$ cat src/rtl/tcp_pkg.sv
// Shared TCP types and widths. The rx_buf_drain block uses the buffer-entry
// layout, the flow/index widths and its own state enum from here.
package tcp_pkg;

  localparam int FLOWID_W          = 8;
  localparam int RX_PAYLOAD_IDX_W  = 4;

  // Default walk cap for rx_buf_drain and the matching consumed-count width.
  localparam int RX_DRAIN_MAX_WALK = 8;
  localparam int RX_DRAIN_CNT_W    = $clog2(RX_DRAIN_MAX_WALK + 1);

  // One receive-buffer ring entry as held in the rx buffer store.
  typedef struct packed {
    logic        val;
    logic [31:0] seq;
    logic [15:0] size;
  } tcp_buf;

  typedef enum logic [2:0] {
    RXD_IDLE    = 3'd0,
    RXD_RD_REQ  = 3'd1,
    RXD_RD_WAIT = 3'd2,
    RXD_CLR     = 3'd3,
    RXD_DONE    = 3'd4
  } rx_drain_state_e;

endpackage

$ cat src/rtl/rx_buf_drain.sv
// Walks one flow's rx buffer ring from its head index, consuming and clearing
// every entry that continues the in-order byte stream, then reports the
// advanced rcv_nxt, head index and number of buffers consumed.
module rx_buf_drain
  import tcp_pkg::*;
#(
  parameter int MAX_WALK = RX_DRAIN_MAX_WALK
) (
  input  logic                          clk,
  input  logic                          rst_n,
  // drain request
  input  logic                          req_val,
  output logic                          req_rdy,
  input  logic [FLOWID_W-1:0]           req_flowid,
  input  logic [31:0]                   req_rcv_nxt,
  input  logic [RX_PAYLOAD_IDX_W-1:0]   req_head_idx,
  // store read port
  output logic                          rd_req_val,
  input  logic                          rd_req_rdy,
  output logic [FLOWID_W-1:0]           rd_req_flowid,
  output logic [RX_PAYLOAD_IDX_W-1:0]   rd_req_idx,
  input  logic                          rd_resp_val,
  input  tcp_buf                        rd_resp_data,
  output logic                          rd_resp_rdy,
  // entry clear (muxed into the store write port outside this block)
  output logic                          clr_req_val,
  input  logic                          clr_req_rdy,
  output logic [FLOWID_W-1:0]           clr_req_flowid,
  output logic [RX_PAYLOAD_IDX_W-1:0]   clr_req_idx,
  output tcp_buf                        clr_req_data,
  // result
  output logic                          done_val,
  input  logic                          done_rdy,
  output logic [FLOWID_W-1:0]           done_flowid,
  output logic [31:0]                   done_rcv_nxt,
  output logic [RX_PAYLOAD_IDX_W-1:0]   done_head_idx,
  output logic [$clog2(MAX_WALK+1)-1:0] done_cnt
);

  localparam int CNT_W = $clog2(MAX_WALK + 1);

  rx_drain_state_e               state_q;
  logic [FLOWID_W-1:0]           flowid_q;
  logic [31:0]                   rcv_nxt_q;
  logic [RX_PAYLOAD_IDX_W-1:0]   idx_q;
  logic [CNT_W-1:0]              cnt_q;
  logic [15:0]                   size_q;

  logic [CNT_W-1:0] cnt_d;
  logic             hit;

  assign cnt_d = cnt_q + CNT_W'(1);

  // A zero-size entry never advances rcv_nxt, so treating it as a miss keeps
  // the walk from spinning on it. Wrap is handled by plain 32-bit equality.
  assign hit = rd_resp_data.val && (rd_resp_data.seq == rcv_nxt_q) &&
               (rd_resp_data.size != 16'd0);

  // Walk control: one read outstanding at a time, clear completes before the
  // next read is issued, result held until accepted.
  always_ff @(posedge clk or negedge rst_n) begin
    if (!rst_n) begin
      state_q   <= RXD_IDLE;
      flowid_q  <= '0;
      rcv_nxt_q <= '0;
      idx_q     <= '0;
      cnt_q     <= '0;
      size_q    <= '0;
    end else begin
      case (state_q)
        RXD_IDLE: if (req_val) begin
          flowid_q  <= req_flowid;
          rcv_nxt_q <= req_rcv_nxt;
          idx_q     <= req_head_idx;
          cnt_q     <= '0;
          state_q   <= RXD_RD_REQ;
        end
        RXD_RD_REQ: if (rd_req_rdy) state_q <= RXD_RD_WAIT;
        RXD_RD_WAIT: if (rd_resp_val) begin
          if (hit) begin
            size_q  <= rd_resp_data.size;
            state_q <= RXD_CLR;
          end else begin
            state_q <= RXD_DONE;
          end
        end
        RXD_CLR: if (clr_req_rdy) begin
          rcv_nxt_q <= rcv_nxt_q + 32'(size_q);
          idx_q     <= idx_q + RX_PAYLOAD_IDX_W'(1);
          cnt_q     <= cnt_d;
          state_q   <= (cnt_d == CNT_W'(MAX_WALK)) ? RXD_DONE : RXD_RD_REQ;
        end
        RXD_DONE: if (done_rdy) state_q <= RXD_IDLE;
        default: state_q <= RXD_IDLE;
      endcase
    end
  end

  // Handshake strobes decode straight from the state register; data outputs
  // come from the latched walk registers, so they hold until accepted.
  assign req_rdy        = (state_q == RXD_IDLE);
  assign rd_req_val     = (state_q == RXD_RD_REQ);
  assign rd_resp_rdy    = (state_q == RXD_RD_WAIT);
  assign clr_req_val    = (state_q == RXD_CLR);
  assign done_val       = (state_q == RXD_DONE);

  assign rd_req_flowid  = flowid_q;
  assign rd_req_idx     = idx_q;
  assign clr_req_flowid = flowid_q;
  assign clr_req_idx    = idx_q;
  assign clr_req_data   = '0;

  assign done_flowid    = flowid_q;
  assign done_rcv_nxt   = rcv_nxt_q;
  assign done_head_idx  = idx_q;
  assign done_cnt       = cnt_q;

endmodule

$ cat config.mk
export PLATFORM = sky130hd
export DESIGN_NAME = rx_buf_drain
export DESIGN_NICKNAME = d
export VERILOG_FILES = /design/src/rtl/tcp_pkg.sv /design/src/rtl/rx_buf_drain.sv
export SDC_FILE = /design/constraint.sdc
export NUM_CORES = 1
export LEC_CHECK = 0
export CORE_MARGIN = 2
export CORE_UTILIZATION = 35
export DETAILED_ROUTE_END_ITERATION = 8
export PLACE_DENSITY_LB_ADDON = 0.2
export SLEW_MARGIN = 0
export SYNTH_ARGS = -nofsm -noshare
export SYNTH_HDL_FRONTEND = slang
export SYNTH_SLANG_ARGS = --single-unit
$ cat constraint.sdc
create_clock -name clk -period 3.7 [get_ports clk]
set_clock_uncertainty 0.05 [all_clocks]
set_input_delay 1.11 -clock clk [delete_from_list [all_inputs] [get_ports clk]]
set_output_delay 1.11 -clock clk [all_outputs]
set_load 0.01 [all_outputs]
==> results.ini <==
[yosys]
synthTopCellsByArea = dfrtp_1 (33%), buf_4 (11%), xnor2_1 (5.0%)
syn_area_um2 = 5120
syn_inst = 588
syn_area_per_cell_um2 = 8.70
synth_warnings = 0
asyncSetResetFlopFracSynth = 1.00
synthFlopType = dfrtp_1
synth-seq-cells = 67
ys_seq_area_frac = 0.328
yosys.area.top_type_share = 0.328
synth_top_area_cell = dfrtp_1
synth_edf_count = 0
synthDistinctLibCells = 68

[setup_path]
reg2reg_slack_ps = 470
crit_chain = clkdlybuf4s50_1, xnor2_1, nand4_1, or4_4, nor4_4, nand3_4, mux2_4
reg2reg_depth = 9
crit_arrival_ps = 3500
worstPathRequired_ps = 3870
criticalPathCategory = input port to flop
regToRegStartpoint = done_rcv_nxt[0]
cp_max_fo = 16
critPathBufInv = 1
crit_path_max_incr_delay_ps = 560
critPathLaunchType = input port
endpoint_kind = flop
crit_slowest_cell = or4_4
r2r-end = done_rcv_nxt[18]
path_delay_family = simple AND/OR/NAND/NOR gates

[clocking]
clk_pin_slew_ps = 50
cts_resized = 0
clock-sinks = 67
hold_buffers = 0
cts_setup_buffers = 0
tritoncts = built
h-tree-depth = 3
clock_latency_ps = 340
cts-root-buf = clkbuf_16
cts_buffers = 9
clk_path_buf_depth = 2

[hold_path]
hp-start = size_q[3]
hold_depth = 1
min_to = size_q[3]
hold_path_class = flop to flop

[floorplan]
fp.coreArea_um2 = 14400
dieArea_um2 = 15600
die_w_um = 125
rows = 44
ios = 226
die_h_um = 125
start_util = 0.355

[pwr]
power_mw = 5.03
p_per_area_nw_per_um2 = 712
peakVddDrop_uv = 240
p_leak_nw = 3.07

[placement]
port_buffers = 176
place.gp.congestion = 0.851
dp_hpwl_um = 12000
dpl-instance-area_um2 = 6730

[routing]
postRouteWirelength_um = 16100
wl_per_cell_um = 17.4
dr.pass1.iters = 6
viasPerCell = 5.14
vias = 4763
drt_iter0_drc = 365
drc_errors = 0
ant_nets = 0

[sta]
hold_viol_final = 0
grt_setup_unrepaired = no
period_needed_ps = 3330
tightest_slew_ps = 682
slew_headroom = 0.542
finalMaxSlewViolations = 0
setup_viol = 0
fin_tns_setup_ps = 0
fmax_mhz = 300
period_share = 0.901

[grt]
grt_pass1_vias = 4506
grt_max_degree = 68
grt.overflow.total = 0
grt.total_usage = 0.200
antenna_found_initial = 0
grt_pass1_wl_um = 24800

[finish]
n_antenna_cell = 0
design_area_um2 = 7060
drive_above_1_share = 0.0755
fin_nets = 856
area_growth_pct = 38.0

[outcome]
outcome = finished clean

[flow_run]
cap_violations = 0

[stage by stage]
stage                     hold WS, ps  utilization  std cells  setup slack [ps]
after floorplan                   434            -        636               677
after global placement            452        0.467        910              72.6
after detailed placement          461        0.467        910              17.9
after CTS                         473        0.489        926               367
after global routing              482        0.489        926               284
final                             464        0.489        926               366
[cell usage after synthesis, types with 2 or more instances]
library cell	count
nor2b_1	2
nor3b_1	2
nor4b_1	2
nor3_1	13
mux2_4	10
mux2i_1	2
buf_2	4
nor2_1	40
o311a_1	2
o221ai_1	3
buf_4	73
o21ai_0	23
or3_1	5
and2_1	7
nor4_1	7
or4_1	3
a21oi_1	32
a31oi_1	10
and4_1	2
a311oi_1	3
dfrtp_1	67
nand4_1	16
o211ai_1	7
xnor2_1	29
nand3b_1	4
nand3_1	21
xor2_1	11
inv_1	13
o21a_1	3
clkbuf_1	18
nand2b_1	4
a211oi_1	5
o22a_1	2
o22ai_1	2
nand2_1	67
and3_1	9
a311o_1	3
mux2_2	8
ha_1	18
a21o_1	8
[per-layer routing]
metal / global-route usage / wire (µm) / up-vias
li1: - / - / 2278
met1: 0.263 / 6920 / 2280
met2: 0.337 / 7830 / 183
met3: 0.0399 / 1020 / 22
met4: 0.0575 / 293 / 0
met5: 0 / 0 / -
[state kept, by name, indices dropped and copies added, names as in the netlist]
signal,count
done_rcv_nxt,32
size_q,16
done_cnt,4
clr_req_flowid,8
state_q,3
clr_req_idx,4
[final cells by class]
cell class                      instances  area (µm²)
Fill cell                            1367        7360
Multi-Input combinational cell        458        2920
Timing Repair Buffer                  187        1850
Sequential cell                        67        1680
Clock buffer                           12         256
Tap cell                              184         230
Clock inverter                          4        72.6
Inverter                               14        52.6
[worst max path at each step]
| stage | start | endpoint | slack [ps] | cells after the start |
|---|---|---|---|---|
| after floorplan | rd_resp_data[16] | size_q[10] | 680 | 8 |
| after global placement | rd_resp_data[16] | size_q[12] | 70 | 8 |
| after detailed placement | rd_resp_data[26] | size_q[11] | 20 | 7 |
| after CTS | rd_resp_data[26] | size_q[11] | 370 | 7 |
| after global routing | rd_resp_data[16] | size_q[8] | 280 | 8 |
| final | rd_resp_data[25] | size_q[11] | 370 | 7 |
[placed cells by master, fill, tap and decap left out, types with 8 or more instances in the layout]
cell               n
nor3_1            13
buf_4             10
nand4_1           16
mux2_4            10
ha_1              18
inv_1             13
o21ai_0           23
and3_1             9
mux2_2             8
a21oi_1           32
clkbuf_16          9
conb_1            49
nor2_1            39
xnor2_1           29
clkdlybuf4s50_1  175
dfrtp_1           67
a21o_1             8
a31oi_1           10
nand2_1           67
nand3_1           21
xor2_1            11
[kinds of logic (layout without fill, tap and decap cells)]
family / after synthesis / in the layout / share of synthesized area
simple gates: 211 / 211 / 0.208
compound gates: 119 / 119 / 0.158
buf+inv: 111 / 217 / 0.137
flops: 67 / 67 / 0.328
xor+xnor: 40 / 40 / 0.0685
mux: 20 / 20 / 0.0509
fa+ha+maj: 19 / 19 / 0.0479
other cells: 1 / 49 / 0.000733
[report_power, final]
part	switching (mW)	leakage, nW	total, mW	internal, mW
Clock	0.330	0.159	0.956	0.626
Combinational	1.28	2.08	2.61	1.33
Sequential	0.457	0.831	1.46	1.00
Note: power is estimated with default switching activity, not from simulation.
